## config.mk

```make
export PLATFORM = sky130hd
export DESIGN_NAME = sha2_msg_expander
export DESIGN_NICKNAME = d
export VERILOG_FILES = /design/src/rtl/sha2_pkg.sv /design/src/rtl/sha2_sigma.sv /design/src/rtl/sha2_msg_expander.sv
export SDC_FILE = /design/constraint.sdc
export NUM_CORES = 2
export LEC_CHECK = 0
export BUFFER_PORTS_ARGS = -buffer_cell sky130_fd_sc_hd__buf_2
export CORE_UTILIZATION = 67
export DETAILED_ROUTE_END_ITERATION = 6
export PLACE_DENSITY = 0.88
export SETUP_SLACK_MARGIN = 0.02
export SLEW_MARGIN = 20
export SYNTH_ARGS = -nofsm -noshare
export SYNTH_HDL_FRONTEND = slang
export SYNTH_SLANG_ARGS = --single-unit
```

## constraint.sdc

```tcl
create_clock -name clk -period 30.9 [get_ports clk]
set_clock_uncertainty 0.1 [all_clocks]
set_input_delay 1.545 -clock clk [delete_from_list [all_inputs] [get_ports clk]]
set_output_delay 1.545 -clock clk [all_outputs]
set_load 0.1 [all_outputs]
```

## src/rtl/sha2_pkg.sv

```systemverilog
// Shared SHA-2 message-schedule definitions: sigma rotate/shift amounts, FSM states, window depth.
package sha2_pkg;

    localparam int WIN_DEPTH = 16;

    typedef enum logic [1:0] {
        IDLE,
        LOAD,
        EXPAND
    } state_t;

    // k = 0: first rotate, k = 1: second rotate, k = 2: logical right shift
    function automatic int sigma_amt(input int word_w, input logic sel, input int k);
        int a0, a1, a2;
        if (word_w == 64) begin
            if (sel) begin a0 = 19; a1 = 61; a2 = 6; end
            else     begin a0 = 1;  a1 = 8;  a2 = 7; end
        end else begin
            if (sel) begin a0 = 17; a1 = 19; a2 = 10; end
            else     begin a0 = 7;  a1 = 18; a2 = 3;  end
        end
        case (k)
            0:       return a0;
            1:       return a1;
            default: return a2;
        endcase
    endfunction

endpackage

```

## src/rtl/sha2_sigma.sv

```systemverilog
// SHA-2 small sigma function; sel = 0 gives sigma0, sel = 1 gives sigma1.
module sha2_sigma
    import sha2_pkg::*;
#(
    parameter int WORD_W = 32
) (
    input  logic              sel,
    input  logic [WORD_W-1:0] x,
    output logic [WORD_W-1:0] y
);

    localparam int S0_A = sigma_amt(WORD_W, 1'b0, 0);
    localparam int S0_B = sigma_amt(WORD_W, 1'b0, 1);
    localparam int S0_C = sigma_amt(WORD_W, 1'b0, 2);
    localparam int S1_A = sigma_amt(WORD_W, 1'b1, 0);
    localparam int S1_B = sigma_amt(WORD_W, 1'b1, 1);
    localparam int S1_C = sigma_amt(WORD_W, 1'b1, 2);

    function automatic logic [WORD_W-1:0] rotr(input logic [WORD_W-1:0] v, input int r);
        return (v >> r) | (v << (WORD_W - r));
    endfunction

    logic [WORD_W-1:0] sig0, sig1;

    assign sig0 = rotr(x, S0_A) ^ rotr(x, S0_B) ^ (x >> S0_C);
    assign sig1 = rotr(x, S1_A) ^ rotr(x, S1_B) ^ (x >> S1_C);
    assign y    = sel ? sig1 : sig0;

endmodule

```

## src/rtl/sha2_msg_expander.sv

```systemverilog
// SHA-2 message schedule: loads 16 words, then expands to ROUNDS words with valid/ready on both sides.
// Optional abort input is enabled by defining MSG_EXP_ABORT_EN.
module sha2_msg_expander
    import sha2_pkg::*;
#(
    parameter int WORD_W = 32,
    parameter int ROUNDS = 64,
    parameter int RIDX_W = $clog2(ROUNDS)
) (
    input  logic              clk,
    input  logic              reset,
    input  logic [WORD_W-1:0] data_in,
    input  logic              data_valid,
    output logic              data_ready,
    output logic [WORD_W-1:0] w_out,
    output logic              w_valid,
    input  logic              w_ready,
    output logic [RIDX_W-1:0] round_idx,
    output logic              busy,
    output logic              done
`ifdef MSG_EXP_ABORT_EN
    ,
    input  logic              abort
`endif
);

    localparam logic [RIDX_W-1:0] LOAD_LAST = RIDX_W'(WIN_DEPTH - 1);
    localparam logic [RIDX_W-1:0] RND_LAST  = RIDX_W'(ROUNDS - 1);

    state_t            state, state_nx;
    logic [WORD_W-1:0] win [WIN_DEPTH];
    logic [RIDX_W-1:0] rnd;
    logic              abort_i;
    logic              slot_free, accept, issue, take_last, win_shift;
    logic [WORD_W-1:0] s0, s1, w_new, win_in;

`ifdef MSG_EXP_ABORT_EN
    assign abort_i = abort;
`else
    assign abort_i = 1'b0;
`endif

    sha2_sigma #(.WORD_W(WORD_W)) u_sig0 (.sel(1'b0), .x(win[1]),  .y(s0));
    sha2_sigma #(.WORD_W(WORD_W)) u_sig1 (.sel(1'b1), .x(win[14]), .y(s1));

    assign w_new = s1 + win[9] + s0 + win[0];
    assign busy  = (state != IDLE) || w_valid;

    always_comb begin
        slot_free  = !w_valid || w_ready;
        data_ready = slot_free && (state != EXPAND);
        accept     = data_valid && data_ready;
        issue      = (state == EXPAND) && slot_free;
        // the last word is only ever held after the FSM has already gone back to IDLE
        take_last  = w_valid && w_ready && (round_idx == RND_LAST);
        win_shift  = accept || issue;
        win_in     = accept ? data_in : w_new;
        state_nx   = state;
        case (state)
            IDLE:    if (accept) state_nx = LOAD;
            LOAD:    if (accept && rnd == LOAD_LAST) state_nx = EXPAND;
            EXPAND:  if (issue && rnd == RND_LAST) state_nx = IDLE;
            default: state_nx = IDLE;
        endcase
        if (abort_i) state_nx = IDLE;
    end

    always_ff @(posedge clk or posedge reset) begin
        if (reset) state <= IDLE;
        else       state <= state_nx;
    end

    always_ff @(posedge clk or posedge reset) begin
        if (reset) begin
            for (int i = 0; i < WIN_DEPTH; i++) win[i] <= '0;
        end else if (abort_i) begin
            for (int i = 0; i < WIN_DEPTH; i++) win[i] <= '0;
        end else if (win_shift) begin
            for (int i = 0; i < WIN_DEPTH - 1; i++) win[i] <= win[i+1];
            win[WIN_DEPTH-1] <= win_in;
        end
    end

    always_ff @(posedge clk or posedge reset) begin
        if (reset) begin
            w_out     <= '0;
            w_valid   <= 1'b0;
            round_idx <= '0;
            rnd       <= '0;
            done      <= 1'b0;
        end else begin
            done <= take_last && !abort_i;
            if (abort_i) begin
                w_valid   <= 1'b0;
                round_idx <= '0;
                rnd       <= '0;
            end else if (accept) begin
                w_out     <= data_in;
                w_valid   <= 1'b1;
                round_idx <= (state == IDLE) ? '0 : rnd;
                rnd       <= (state == IDLE) ? RIDX_W'(1) : rnd + RIDX_W'(1);
            end else if (issue) begin
                w_out     <= w_new;
                w_valid   <= 1'b1;
                round_idx <= rnd;
                rnd       <= rnd + RIDX_W'(1);
            end else if (w_ready) begin
                w_valid   <= 1'b0;
            end
        end
    end

endmodule

```

==> results.cfg <==
[outcome]
status = complete, but fails checks
violations = design-rule violations

[placement]
io_buffer_count = 77
gp_congestion = 0.958
dpl.hpwl_um = 37500
place_inst = 3112

[grt]
antenna_found_initial = 0
grt_pass1_vias = 18200
grtUsageTotal_pct = 32.2
grt_max_degree = 137
use_met3_pct = 5.28
top_usage_layer = met2
grtUsageMet1_pct = 44.1
overflow = 0
met2_usage_pct = 52.0
grt_pass1_wl_um = 95000

[clock_network]
cts_tree = built
root_buffer = clkbuf_16
cts_sinks = 528
cts_buffer_depth = 3
post_cts_buffers = 0
clock_latency_ps = 590
postCtsResizedCells = 0
cts_hold_buf = 0
cts_htree_levels = 2
cts_buffers = 51
clk_pin_slew_ps = 60

[synthesis]
synth_ff_type = dfrtp_1
yosys.area.top_type_share_pct = 53.9
synth_common_cells = 1311 x nand2_1, 528 x dfrtp_1, 130 x clkbuf_1, 129 x o21ai_0, 124 x inv_1
ys_top_cells_by_area = dfrtp_1 54%, nand2_1 20%, fa_1 5.1%
ys.warnings.count = 0
synth_top_cell_by_area = dfrtp_1
synth_area_um2 = 24500
ys_ff_latch = 528
synth-async-reset-ratio_pct = 100
synth_nets = 2892
netlist_instances = 2762
synth.avg_cell_area_um2 = 8.88
ys_seq_area_share_pct = 53.9
synth_cell_types = 59
synth_edf_count = 0
synth_most_common_cell = nand2_1

[setup_path]
startpoint = w_ready
crit_fanout = 122
worst_ep_required_time_ps = 31220
crit_arrival_ps = 5570
worst-setup-path-type = in2reg
cp-end-kind = flop
cp-start-kind = input port
reg2reg_from = state[0]

[detailed_routing]
routed_wirelength_um = 57500
wire_per_inst_um = 18.0
ant_nets = 0
vias = 18200
drc_errors = 1
via_per_inst = 5.67
drtIter0Drc = 1664
dr.pass1.iters = 7

[sta]
min_period_ps = 5250
setup_tns_ps = 0
slew_headroom_pct = 30.5
hold_viol = 0
grt_setup_unrepaired = false
finalCritPeriodShare_pct = 17.0
maxSlewViolCount = 0
setup_viol = 0
fmax_mhz = 191
worst_pin_slew_ps = 1040

[power_and_ir_drop]
pwr_density_cell_nw_per_um2 = 127
switching_share_pct = 45.7
p_comb_share_pct = 50.7
clkPwrFrac_pct = 18.3
leakage_nw = 14.0
power.internal_mw = 1.82
switchingPower_mw = 1.53
max-vdd-ir-drop_v = 0.000134
seq_power_share_pct = 31.0

[die]
io_pins = 78
die_width_um = 193
dieArea_um2 = 37400
initial_utilization_pct = 68.5
fp.dieH_um = 193
core_area_um2 = 35800
row_count = 69

[worst_hold_path]
min_from = win[376]
hold_path_class = reg2reg

[cells_and_area]
drive_gt1_share_pct = 6.61
fin_cells = 3201
fill_cells = 2413
fin_nets = 2834
area_growth_pct = 7.38
n_antenna_cell = 0

[flow_run]
max_cap_viol_count = 0
[power groups by stage]
stage                     logic (mW)  registers (mW)  clock network, mW
after global placement          1.63            1.03                  0
after detailed placement        1.65            1.03                  0
after floorplan                 1.27           0.979                  0
after global routing            1.88            1.05              0.644
final                           1.70            1.03              0.611
after CTS                       1.68            1.03              0.619
[kinds of logic (layout without fill, tap and decap cells)]
logic type | Yosys count | in the layout | share of synthesized area, %
compound gates | 264 | 264 | 6.47
xor+xnor | 145 | 145 | 5.18
fa+ha+maj | 94 | 94 | 6.69
buf+inv | 327 | 305 | 5.69
flops | 528 | 528 | 53.9
mux | 3 | 3 | 0.127
simple gates | 1401 | 1401 | 22.0
[cells in the final DEF (no fill, tap or decap), drive strengths merged, types with 9 or more instances in the layout]
cell type  instances
xor2              70
nand3              9
a31oi              9
inv              127
fa                62
a22oi             20
nand4              9
a21oi             40
nor2              33
xnor2             75
nand2           1311
o21ai            139
a21o              11
buf               92
ha                32
o21a              13
dfrtp            528
clkbuf            74
[layout make-up]
cell class	count	area, µm²	area share (%)
Timing Repair Buffer	92	509	1.93
Sequential cell	528	13200	50.1
Tap cell	461	577	2.19
Clock buffer	74	1450	5.52
Clock inverter	15	175	0.665
Inverter	124	473	1.80
Multi-Input combinational cell	1907	9950	37.7
[final timing paths]
kind                       depth (start not counted)  slack, ps       end
hold / removal                                     2        360  win[408]
setup / recovery                                   7      25650  win[198]
max in group asynchronous                          5      26480  win[320]
setup reg to reg                                   6      26090  win[198]
hold reg to reg                                    2        360  win[408]
min in group asynchronous                          2       1030  win[400]
[critical path: stages]
cell	delay, ps
buf_2	90
nand2b_1	280
o21a_4	790
buf_4	910
buf_6	710
buf_4	910
o21ai_0	210
[layer usage]
metal / part of all wire [%] / up-vias / wire [µm]
met5: 0 / - / 0
met4: 4.4 / 0 / 2500
met3: 6.8 / 154 / 3930
met2: 48 / 624 / 27700
met1: 41 / 9019 / 23400
li1: - / 8361 / -
[registers in the layout, indices dropped and copies added, names as in the netlist]
register	flops
done	1
w_valid	1
rnd	6
round_idx	6
state	2
win	512
[metrics by stage]
| step | utilization (%) | cell area, µm² | hold WS, ps | worst slack [ps] | power, mW |
|---|---|---|---|---|---|
| after floorplan | - | 24500 | 339 | 14500 | 2.25 |
| after global placement | 69.0 | 24700 | 344 | 24980 | 2.66 |
| after detailed placement | 69.0 | 24700 | 350 | 24790 | 2.69 |
| after CTS | 73.5 | 26300 | 364 | 25410 | 3.32 |
| after global routing | 73.5 | 26300 | 385 | 25280 | 3.57 |
| final | 73.5 | 26300 | 361 | 25650 | 3.34 |
No activity file was read; power rests on OpenSTA's default activity.
